`config.mk`:
```
export PLATFORM = sky130hd
export DESIGN_NAME = f_pc_ctrl
export DESIGN_NICKNAME = d
export VERILOG_FILES = /design/src/rtl/f_pc_ctrl.sv
export SDC_FILE = /design/constraint.sdc
export NUM_CORES = 1
export LEC_CHECK = 0
export BUFFER_PORTS_ARGS = -buffer_cell sky130_fd_sc_hd__clkbuf_2
export CORE_UTILIZATION = 45
export CTS_CLUSTER_SIZE = 14
export DETAILED_ROUTE_END_ITERATION = 12
export PLACE_DENSITY = 0.7
export SYNTH_ARGS = -nofsm -noshare
export SYNTH_HDL_FRONTEND = slang
export SYNTH_SLANG_ARGS = --single-unit
```
`constraint.sdc`:
```
create_clock -name clk -period 3.35 [get_ports clk]
set_input_delay 0.67 -clock clk [delete_from_list [all_inputs] [get_ports clk]]
set_output_delay 0.67 -clock clk [all_outputs]
set_load 0.02 [all_outputs]
```
`src/rtl/f_pc_ctrl.sv`:
```
// Fetch program-counter controller: boot sequencing, exception entry/return,
// branch redirect with a one-deep buffer held across stalls, and fetch address checking.
module f_pc_ctrl #(
  parameter int unsigned      WIDTH     = 32,
  parameter logic [WIDTH-1:0] RESET_VEC = WIDTH'(32'h0000_3000),
  parameter logic [WIDTH-1:0] EXC_VEC   = WIDTH'(32'h0000_4180),
  parameter int unsigned      STEP      = 4,
  parameter logic [WIDTH-1:0] IMEM_LO   = WIDTH'(32'h0000_3000),
  parameter logic [WIDTH-1:0] IMEM_HI   = WIDTH'(32'h0000_6FFC)
) (
  input  logic             clk,
  input  logic             reset,
  input  logic             stall,
  input  logic             req,
  input  logic             eret,
  input  logic [WIDTH-1:0] epc,
  input  logic             redirect,
  input  logic [WIDTH-1:0] redirect_target,
  output logic [WIDTH-1:0] pc,
  output logic             pc_valid,
  output logic             fetch_exc,
  output logic             redir_pending
);

  localparam logic [WIDTH-1:0] STEP_W = WIDTH'(STEP);

  typedef enum logic {
    BOOT = 1'b0,
    RUN  = 1'b1
  } state_e;

  state_e           state_q, state_d;
  logic [WIDTH-1:0] pc_q, pc_d;
  logic             pc_valid_q, pc_valid_d;
  logic             pend_q, pend_d;
  logic [WIDTH-1:0] buf_q, buf_d;

  // Next-state: BOOT pins the PC for one cycle, RUN applies the flow-change priority.
  always_comb begin
    state_d    = state_q;
    pc_d       = pc_q;
    pc_valid_d = pc_valid_q;
    pend_d     = pend_q;
    buf_d      = buf_q;
    unique case (state_q)
      BOOT: begin
        state_d    = RUN;
        pc_d       = RESET_VEC;
        pc_valid_d = 1'b1;
        pend_d     = 1'b0;
      end
      RUN: begin
        pc_valid_d = 1'b1;
        if (req) begin
          pc_d   = EXC_VEC;
          pend_d = 1'b0;
        end else if (eret) begin
          pc_d   = epc;
          pend_d = 1'b0;
        end else if (redirect && stall) begin
          // Newest stalled redirect replaces any older buffered target.
          buf_d  = redirect_target;
          pend_d = 1'b1;
        end else if (redirect) begin
          pc_d   = redirect_target;
          pend_d = 1'b0;
        end else if (stall) begin
          pc_d = pc_q;
        end else if (pend_q) begin
          pc_d   = buf_q;
          pend_d = 1'b0;
        end else begin
          pc_d = pc_q + STEP_W;
        end
      end
    endcase
  end

  always_ff @(posedge clk) begin
    if (reset) begin
      state_q    <= BOOT;
      pc_q       <= RESET_VEC;
      pc_valid_q <= 1'b0;
      pend_q     <= 1'b0;
      buf_q      <= '0;
    end else begin
      state_q    <= state_d;
      pc_q       <= pc_d;
      pc_valid_q <= pc_valid_d;
      pend_q     <= pend_d;
      buf_q      <= buf_d;
    end
  end

  assign pc            = pc_q;
  assign pc_valid      = pc_valid_q;
  assign redir_pending = pend_q;

  // Address error flag only; it never changes sequencing by itself.
  assign fetch_exc = pc_valid_q &
                     ((pc_q[1:0] != 2'b00) | (pc_q < IMEM_LO) | (pc_q > IMEM_HI));

endmodule

```
==> flow_metrics.env, run 1 <==
export IMPL_async_flop_share=0
export IMPL_synth_seq_cells=66
export IMPL_cts_root_buffer="clkbuf_8"
export IMPL_synth_largest_area_cell="dfxtp_1"
export IMPL_synth_cell_types=65
export IMPL_path_max_fanout=7
export IMPL_setup_viol=0
export IMPL_grt_overflow=0
export IMPL_htree_num_levels=3
export IMPL_clockBufferDepth=2
export IMPL_gp_congestion=0.894
export IMPL_synth_xor_area_frac=0.0236
export IMPL_max_freq_ghz=0.430
export IMPL_period_share=0.694
export IMPL_arrival_ps=1660
export IMPL_fp_row_count=34
export IMPL_clk_latency_ps=350
export IMPL_post_cts_buffers=0
export IMPL_p_per_area_nw_per_um2=367
export IMPL_hold_viol_final=0
export IMPL_io_buffer_count=104
export IMPL_die_area_sq_um=9470
export IMPL_synth_adder_area_share=0.00306
export IMPL_tritoncts="yes"
export IMPL_hp_start="buf_q[27]"
export IMPL_rsz0062_at_grt="no"
export IMPL_vias=4546
export IMPL_cts_reportedPaths_clkPinSlew_ps=80
export IMPL_start_util=0.467
export IMPL_synth_compound_area_frac=0.266
export IMPL_die_h_microns=97.3
export IMPL_power_mw=1.77
export IMPL_grt_pass1_wl_microns=20300
export IMPL_cts_resized=0
export IMPL_cts_sinks=66
export IMPL_antenna_left=0
export IMPL_track_usage=0.271
export IMPL_ys_warn_count=0
export IMPL_ys_flop_type="dfxtp_1"
export IMPL_drive_gt1_frac=0.226
export IMPL_synth_area_leaders="dfxtp_1 (32%), nand2_1 (11%), a21oi_1 (9.1%)"
export IMPL_endpoint_kind="output pin"
export IMPL_viasPerCell=5.97
export IMPL_synth_avg_cell_area_sq_um=7.22
export IMPL_dieWidth_microns=97.3
export IMPL_num_nets_final=720
export IMPL_route_final_wire_length_microns=13000
export IMPL_holdPathStages=2
export IMPL_rrSetupSlack_ps=1030
export IMPL_holdWs_ps=454
export IMPL_r2r_end="pc[24]"
export IMPL_synth_top_family_by_area="simple AND/OR/NAND/NOR gates"
export IMPL_cts_buffers=9
export IMPL_relSlewSlack=0.455
export IMPL_syn_instance_count=566
export IMPL_first_pass_iters=5
export IMPL_grt_max_degree=45
export IMPL_start_kind="register"
export IMPL_mostFrequentLayoutCell="nand2_1"
export IMPL_drc=0
export IMPL_post_route_util=0.550
export IMPL_antenna_found_initial=0
export IMPL_status="completed"
export IMPL_wire_per_inst_microns=17.0
export IMPL_antenna_cells=0
export IMPL_worstSetupPathType="reg2out"
export IMPL_min_period_ps=2330
export IMPL_area_growth_syn_to_layout_pct=17.8
export IMPL_cts_hold_buf=0
export IMPL_fin_skew_ps=10.8
export IMPL_grt_pass1_vias=3858
export IMPL_synth_cell_area_sq_um=4090
export IMPL_leakage_nw=1.88
export IMPL_synth_area_mux_share=0.0125
export IMPL_worstRegToRegCells=6
export IMPL_synth_nets=637
export IMPL_timing_setup_tns_ps=0
export IMPL_r2r_start="pc[2]"
export IMPL_first_iter_violations=325
export IMPL_hold_class="reg2reg"
export IMPL_synth_top_area_share=0.323
export IMPL_io_pins=105
export IMPL_core_sq_um=8760
export IMPL_ys_seq_area_frac=0.323
export IMPL_whs_endpoint="buf_q[27]"
export IMPL_ir_drop_mv=0.175
export IMPL_max_cap_violations=0
export IMPL_yosys_area_share_simple=0.309
export IMPL_place_hpwl_microns=9370
export IMPL_synth_edf_count=0
export IMPL_max_slew_worst_pin_slew_ps=817
export IMPL_slew_viol_final=0
export IMPL_mostFrequentLayoutCells="nand2_1 (120), clkbuf_2 (104), a21oi_1 (74)"
export IMPL_cp_data_required_time_ps=2680
## critical path, stage by stage, from the launching register on
cell      delay [ps]
dfxtp_1          370
nor4_1           320
nand3_1          130
o31a_1           320
clkbuf_2         160
## stage by stage
| step | cell area (sq um) | worst slack (ps) | instances |
|---|---|---|---|
| 2_1_floorplan | 4090 | 1350 | 566 |
| 3_3_place_gp | 4620 | 863 | 746 |
| 3_5_place_dp | 4620 | 869 | 746 |
| 4_1_cts | 4820 | 993 | 762 |
| 5_1_grt | 4820 | 907 | 762 |
| 6_report | 4820 | 1020 | 762 |
## metal layers
metal,up-vias,wire [microns],track usage
met4,0,214,0.0939
met3,19,1260,0.0547
met2,246,5650,0.394
met5,-,0,0
met1,2085,5860,0.395
li1,2196,-,-
## sequential cells by signal (all words and copies together) (netlist names)
| name | cells |
|---|---|
| buf_q | 32 |
| pc | 32 |
| pc_valid | 1 |
| redir_pending | 1 |
## logic make-up (layout without fill, tap and decap cells)
logic type | Yosys count | in the layout
AO/OA/AOI/OAI | 174 | 174
XOR/XNOR | 11 | 11
adder cells (fa/ha/maj) | 1 | 1
buffers and inverters | 56 | 144
flip-flops | 66 | 66
multiplexers | 5 | 5
AND/OR/NAND/NOR | 253 | 253
## cells in the mapped netlist, types with 3 or more instances
cell	number
a32o_1	3
o31ai_1	6
nor2_1	33
dfxtp_1	66
nor3_1	12
inv_1	11
nor3b_1	3
a31oi_1	6
clkbuf_1	17
buf_1	3
xor2_1	10
nand2b_1	10
a22oi_1	3
nand2_1	120
nor2b_1	8
o22ai_1	3
buf_2	21
a31o_2	4
o21ai_0	34
or3b_1	3
nand3_1	21
mux2i_1	4
o311ai_0	6
nand4_1	10
nor4_1	6
a32oi_1	5
a21oi_1	74
a221o_1	4
a22o_1	5
and3_1	6
## report_power, final
group          internal (mW)  switching, mW
Sequential             0.802         0.0259
Clock                  0.340          0.331
Combinational          0.102          0.168
## worst max-delay path by stage
stage	end	cells past startpoint	startpoint	slack [ps]
floorplan	pc[23]	7	reset	1350
global placement	pc[7]	6	req	860
detailed placement	buf_q[24]	6	redirect	870
CTS	fetch_exc	4	pc[23]	990
global route	pc[24]	6	pc[2]	910
finish	fetch_exc	4	pc[23]	1020
## area by class of cell
| class | instances | area [sq um] |
|---|---|---|
| clock inverters | 7 | 70.1 |
| flip-flops and latches | 66 | 1320 |
| fillers | 883 | 3950 |
| repair buffers | 116 | 611 |
| multi-input cells | 444 | 2510 |
| inverters | 12 | 45.0 |
| clock buffers | 9 | 124 |
| well taps | 108 | 135 |
No activity file was read; power rests on OpenSTA's default activity.
==> run 2: changes to the inputs <==
--- a/config.mk
+++ b/config.mk
@@ -5,11 +5,12 @@
 export SDC_FILE = /design/constraint.sdc
 export NUM_CORES = 1
 export LEC_CHECK = 0
+export ABC_AREA = 1
 export BUFFER_PORTS_ARGS = -buffer_cell sky130_fd_sc_hd__clkbuf_2
 export CORE_UTILIZATION = 45
 export CTS_CLUSTER_SIZE = 14
 export DETAILED_ROUTE_END_ITERATION = 12
-export PLACE_DENSITY = 0.7
+export PLACE_DENSITY = 0.69
 export SYNTH_ARGS = -nofsm -noshare
 export SYNTH_HDL_FRONTEND = slang
 export SYNTH_SLANG_ARGS = --single-unit
==> constraint.sdc (replaced) <==
create_clock -name clk -period 2.4 [get_ports clk]
set_input_delay 0.48 -clock clk [delete_from_list [all_inputs] [get_ports clk]]
set_output_delay 0.48 -clock clk [all_outputs]
set_load 0.02 [all_outputs]
==> flow_metrics.env, run 2 <==
export IMPL_holdWs_ps=370
export IMPL_htree_num_levels=3
export IMPL_relSlewSlack=0.470
export IMPL_track_usage=0.325
export IMPL_violations="DRC"
export IMPL_min_period_ps=2110
export IMPL_synth_common_cells="nand2_1 (259), nor2_1 (81), a21oi_1 (67)"
export IMPL_first_iter_violations=413
export IMPL_grt_overflow=0
export IMPL_io_buffer_count=104
export IMPL_die_area_sq_um=9590
export IMPL_cts_reportedPaths_clkPinSlew_ps=80
export IMPL_power_internal_mw=1.70
export IMPL_start_util=0.470
export IMPL_worst_path_largest_cell_delay_ps=380
export IMPL_antenna_found_initial=0
export IMPL_pwr_share_comb=0.157
export IMPL_grt_pass1_vias=4700
export IMPL_clk_latency_ps=360
export IMPL_dp_cells=886
export IMPL_synth_largest_area_cell="dfxtp_1"
export IMPL_worstRegToRegCells=10
export IMPL_sw_frac_of_total=0.314
export IMPL_holdPathStages=3
export IMPL_ir_drop_mv=0.348
export IMPL_layout_setup_ws_ps=289
export IMPL_synth_seq_cells=66
export IMPL_max_slew_worst_pin_slew_ps=794
export IMPL_post_route_util=0.555
export IMPL_whs_endpoint="buf_q[19]"
export IMPL_io_pins=105
export IMPL_core_sq_um=8810
export IMPL_hold_class="in2reg"
export IMPL_synth_cell_area_sq_um=4140
export IMPL_path_cells="nor3_1 -> o21ai_0 -> a31oi_1 -> a31oi_1 -> clkbuf_2"
export IMPL_async_flop_share=0
export IMPL_dpl_cell_area_sq_um=4700
export IMPL_ys_seq_area_frac=0.319
export IMPL_cts_buffers=9
export IMPL_dieWidth_microns=97.9
export IMPL_timing_setup_tns_ps=0
export IMPL_finalNonFillerCells=902
export IMPL_viasPerCell=5.55
export IMPL_rrSetupSlack_ps=450
export IMPL_drc=4
export IMPL_cp_data_required_time_ps=1920
export IMPL_hold_viol_final=0
export IMPL_mostFrequentLayoutCell="nand2_1"
export IMPL_synth_top_area_share=0.319
export IMPL_num_nets_final=860
export IMPL_post_cts_buffers=0
export IMPL_worstSetupPathType="reg2out"
export IMPL_drive_gt1_frac=0.191
export IMPL_p_per_area_nw_per_um2=506
export IMPL_synth_nets=769
export IMPL_max_freq_ghz=0.474
export IMPL_syn_instance_count=698
export IMPL_fp_row_count=34
export IMPL_clockBufferDepth=2
export IMPL_final_area_sq_um=4890
export IMPL_cts_root_buffer="clkbuf_8"
export IMPL_setup_viol=0
export IMPL_r2r_end="pc[8]"
export IMPL_mostFrequentLayoutCells="nand2_1 (259), clkbuf_2 (104), nor2_1 (81)"
export IMPL_max_cap_violations=0
export IMPL_cp_slowest_cell="dfxtp_1"
export IMPL_r2r_start="pc[2]"
export IMPL_hp_start="redirect_target[19]"
export IMPL_start_kind="register"
export IMPL_area_growth_syn_to_layout_pct=18.1
export IMPL_place_ws_ps=414
export IMPL_p_sw_mw=0.778
export IMPL_synth_most_common_cell="nand2_1"
export IMPL_grt_max_degree=41
export IMPL_ys_warn_count=0
export IMPL_ys_flop_type="dfxtp_1"
export IMPL_endpoint_kind="output pin"
export IMPL_cp_common_cell="a31oi_1"
export IMPL_power_mw=2.47
export IMPL_cts_hold_buf=0
export IMPL_route_final_wire_length_microns=15200
export IMPL_gp_congestion=0.933
export IMPL_vias=5003
export IMPL_synth_edf_count=0
export IMPL_antenna_left=0
export IMPL_rsz0062_at_grt="no"
export IMPL_synth_area_leaders="dfxtp_1 (32%), nand2_1 (23%), a21oi_1 (8.1%)"
export IMPL_period_share=0.879
export IMPL_synth_cell_types=36
export IMPL_leakage_nw=2.11
export IMPL_antenna_cells=0
export IMPL_tritoncts="yes"
export IMPL_power_share_clock=0.372
export IMPL_wire_per_inst_microns=16.8
export IMPL_fin_skew_ps=14.7
export IMPL_first_pass_iters=9
export IMPL_place_hpwl_microns=11400
export IMPL_seqPwrFrac=0.471
export IMPL_die_h_microns=97.9
export IMPL_synth_avg_cell_area_sq_um=5.93
export IMPL_crit_family="compound AO/OA/AOI/OAI gates"
export IMPL_cts_sinks=66
export IMPL_path_buf_inv=1
export IMPL_path_max_fanout=7
export IMPL_cts_resized=0
export IMPL_status="complete, but fails checks"
export IMPL_slew_viol_final=0
export IMPL_arrival_ps=1630
export IMPL_grt_pass1_wl_microns=24100
## run 2: cell families (layout without fill, tap and decap cells)
group	count (synthesis)	after routing	synth area share
fa+ha+maj	1	1	0.00302
buf+inv	81	177	0.0843
simple gates	402	402	0.397
xor+xnor	2	2	0.00423
flops	66	66	0.319
compound gates	146	146	0.192
## run 2: power groups by stage
stage               sequential [mW]  clock, mW  combinational, mW
floorplan                      1.20          0              0.202
global placement               1.19          0              0.379
detailed placement             1.19          0              0.380
CTS                            1.16      0.917              0.382
global route                   1.17      0.973              0.427
finish                         1.16      0.920              0.389
## run 2: worst register-to-register path, stage by stage (launching register included)
cell	delay, ps
dfxtp_1	440
ha_1	240
nand3_1	150
nor2_1	350
nand2_1	120
nand2_1	90
o21ai_0	120
o211ai_1	110
nand2_1	70
nand2_1	110
nand2_1	60
## run 2: layout make-up
type / count / area [sq um]
tap: 108 / 135
multi-input combinational: 551 / 2470
clock inverter: 5 / 36.3
clock buffer: 11 / 151
fill: 933 / 3920
sequential: 66 / 1320
inverter: 47 / 179
timing repair buffer: 114 / 596
## run 2: worst max path at each step
stage          startpoint   endpoint  slack, ps  cells past startpoint
2_1_floorplan       pc[3]     pc[22]        730                     12
3_3_place_gp          req     pc[18]        450                     11
3_5_place_dp          req     pc[18]        410                     11
4_1_cts            pc[27]  fetch_exc        290                      5
5_1_grt            pc[13]  fetch_exc        120                      6
6_report           pc[27]  fetch_exc        290                      5
## run 2: metal layers
metal	up-vias	GRT usage	wire (microns)
met5	-	0	0
met4	0	0.117	348
met3	27	0.0759	1400
met2	211	0.488	6650
met1	2317	0.455	6800
li1	2448	-	-
==> run 3: changes to the inputs <==
--- a/config.mk
+++ b/config.mk
@@ -10,7 +10,7 @@
 export CORE_UTILIZATION = 45
 export CTS_CLUSTER_SIZE = 14
 export DETAILED_ROUTE_END_ITERATION = 12
-export PLACE_DENSITY = 0.69
+export PLACE_DENSITY = 0.81
 export SYNTH_ARGS = -nofsm -noshare
 export SYNTH_HDL_FRONTEND = slang
 export SYNTH_SLANG_ARGS = --single-unit
==> flow_metrics.env, run 3 (synthesized netlist as in run 2, its figures left out) <==
export IMPL_htree_num_levels=3
export IMPL_cp_data_required_time_ps=1920
export IMPL_relSlewSlack=0.526
export IMPL_power_internal_mw=1.74
export IMPL_track_usage=0.299
export IMPL_clk_latency_ps=350
export IMPL_dieWidth_microns=97.9
export IMPL_cts_reportedPaths_clkPinSlew_ps=80
export IMPL_violations="DRC"
export IMPL_die_h_microns=97.9
export IMPL_path_max_fanout=5
export IMPL_max_slew_worst_pin_slew_ps=710
export IMPL_fin_skew_ps=9.35
export IMPL_period_share=0.888
export IMPL_leakage_nw=2.13
export IMPL_grt_pass1_wl_microns=22800
export IMPL_cts_sinks=66
export IMPL_cts_resized=0
export IMPL_seqPwrFrac=0.465
export IMPL_first_pass_iters=12
export IMPL_route_final_wire_length_microns=13800
export IMPL_gp_congestion=0.947
export IMPL_num_nets_final=862
export IMPL_tritoncts="yes"
export IMPL_arrival_ps=1650
export IMPL_drive_gt1_frac=0.192
export IMPL_ir_drop_mv=0.298
export IMPL_start_util=0.470
export IMPL_path_cells="inv_1 -> nand2_1 -> nor4_1 -> a31oi_1 -> clkbuf_2"
export IMPL_post_route_util=0.558
export IMPL_start_kind="register"
export IMPL_max_freq_ghz=0.469
export IMPL_antenna_left=0
export IMPL_cts_hold_buf=0
export IMPL_timing_setup_tns_ps=0
export IMPL_cts_buffers=9
export IMPL_antenna_cells=0
export IMPL_rrSetupSlack_ps=430
export IMPL_drc=2
export IMPL_clockBufferDepth=2
export IMPL_n_fill_cell=896
export IMPL_io_pins=105
export IMPL_area_growth_syn_to_layout_pct=18.6
export IMPL_p_per_area_nw_per_um2=509
export IMPL_worst_path_largest_cell_delay_ps=390
export IMPL_endpoint_kind="output pin"
export IMPL_place_hpwl_microns=10200
export IMPL_holdWs_ps=370
export IMPL_max_cap_violations=0
export IMPL_power_share_clock=0.381
export IMPL_fp_row_count=34
export IMPL_grt_overflow=0
export IMPL_min_period_ps=2130
export IMPL_first_iter_violations=605
export IMPL_worstSetupPathType="reg2out"
export IMPL_hold_class="in2reg"
export IMPL_cts_root_buffer="clkbuf_8"
export IMPL_power_mw=2.50
export IMPL_status="complete, but fails checks"
export IMPL_sw_frac_of_total=0.302
export IMPL_place_ws_ps=517
export IMPL_wire_per_inst_microns=15.3
export IMPL_setup_viol=0
export IMPL_io_buffer_count=104
export IMPL_grt_pass1_vias=4498
export IMPL_cp_slowest_cell="nor4_1"
export IMPL_post_cts_buffers=0
export IMPL_pwr_share_comb=0.155
export IMPL_hold_viol_final=0
export IMPL_grt_max_degree=41
export IMPL_p_sw_mw=0.756
export IMPL_mostFrequentLayoutCell="nand2_1"
export IMPL_core_sq_um=8810
export IMPL_mostFrequentLayoutCells="nand2_1 (259), clkbuf_2 (104), nor2_1 (81)"
export IMPL_viasPerCell=5.55
export IMPL_antenna_found_initial=0
export IMPL_vias=5013
export IMPL_slew_viol_final=0
export IMPL_rsz0062_at_grt="no"
export IMPL_layout_setup_ws_ps=269
export IMPL_worstRegToRegCells=12
export IMPL_holdPathStages=3
export IMPL_die_area_sq_um=9590
[run 3: per-layer routing]
metal  up-vias  part of all wire  global-route usage
met5         -                 0                   0
met4         0             0.022               0.134
met3        23              0.11              0.0494
met2       308              0.41               0.420
met1      2234              0.45               0.443
li1       2448                 -                   -
[run 3: metrics by stage]
stage          cells  area, sq um
5_1_grt          904         4910
4_1_cts          904         4910
3_3_place_gp     888         4720
6_report         904         4910
3_5_place_dp     888         4720
2_1_floorplan    698         4140
[run 3: power by group through the flow]
stage | Combinational [mW] | Clock [mW] | Sequential, mW
2_1_floorplan | 0.202 | 0 | 1.20
3_3_place_gp | 0.376 | 0 | 1.19
3_5_place_dp | 0.376 | 0 | 1.19
4_1_cts | 0.378 | 0.947 | 1.16
5_1_grt | 0.428 | 1.01 | 1.17
6_report | 0.387 | 0.952 | 1.16
[run 3: final cells by class]
| cell class | count | area [sq um] | share of cell area |
|---|---|---|---|
| inverter | 47 | 179 | 0.0364 |
| sequential | 66 | 1320 | 0.269 |
| timing repair buffer | 116 | 611 | 0.124 |
| clock buffer | 10 | 128 | 0.0260 |
| multi-input combinational | 551 | 2470 | 0.503 |
| clock inverter | 6 | 66.3 | 0.0135 |
| tap | 108 | 135 | 0.0275 |
[run 3: worst max-delay path, delay by kind of cell, from the launching register on]
kind,cells,cell delay (ps)
DFF,1,380
and+or+nand+nor,2,460
buffers and inverters,2,290
AOI/OAI and AO/OA,1,170
[run 3: worst paths after layout]
check                                  to           startpoint
worst max-delay path            fetch_exc               pc[30]
worst min-delay path            buf_q[19]  redirect_target[19]
worst max register to register     pc[14]                pc[3]
worst min register to register  buf_q[28]            buf_q[28]
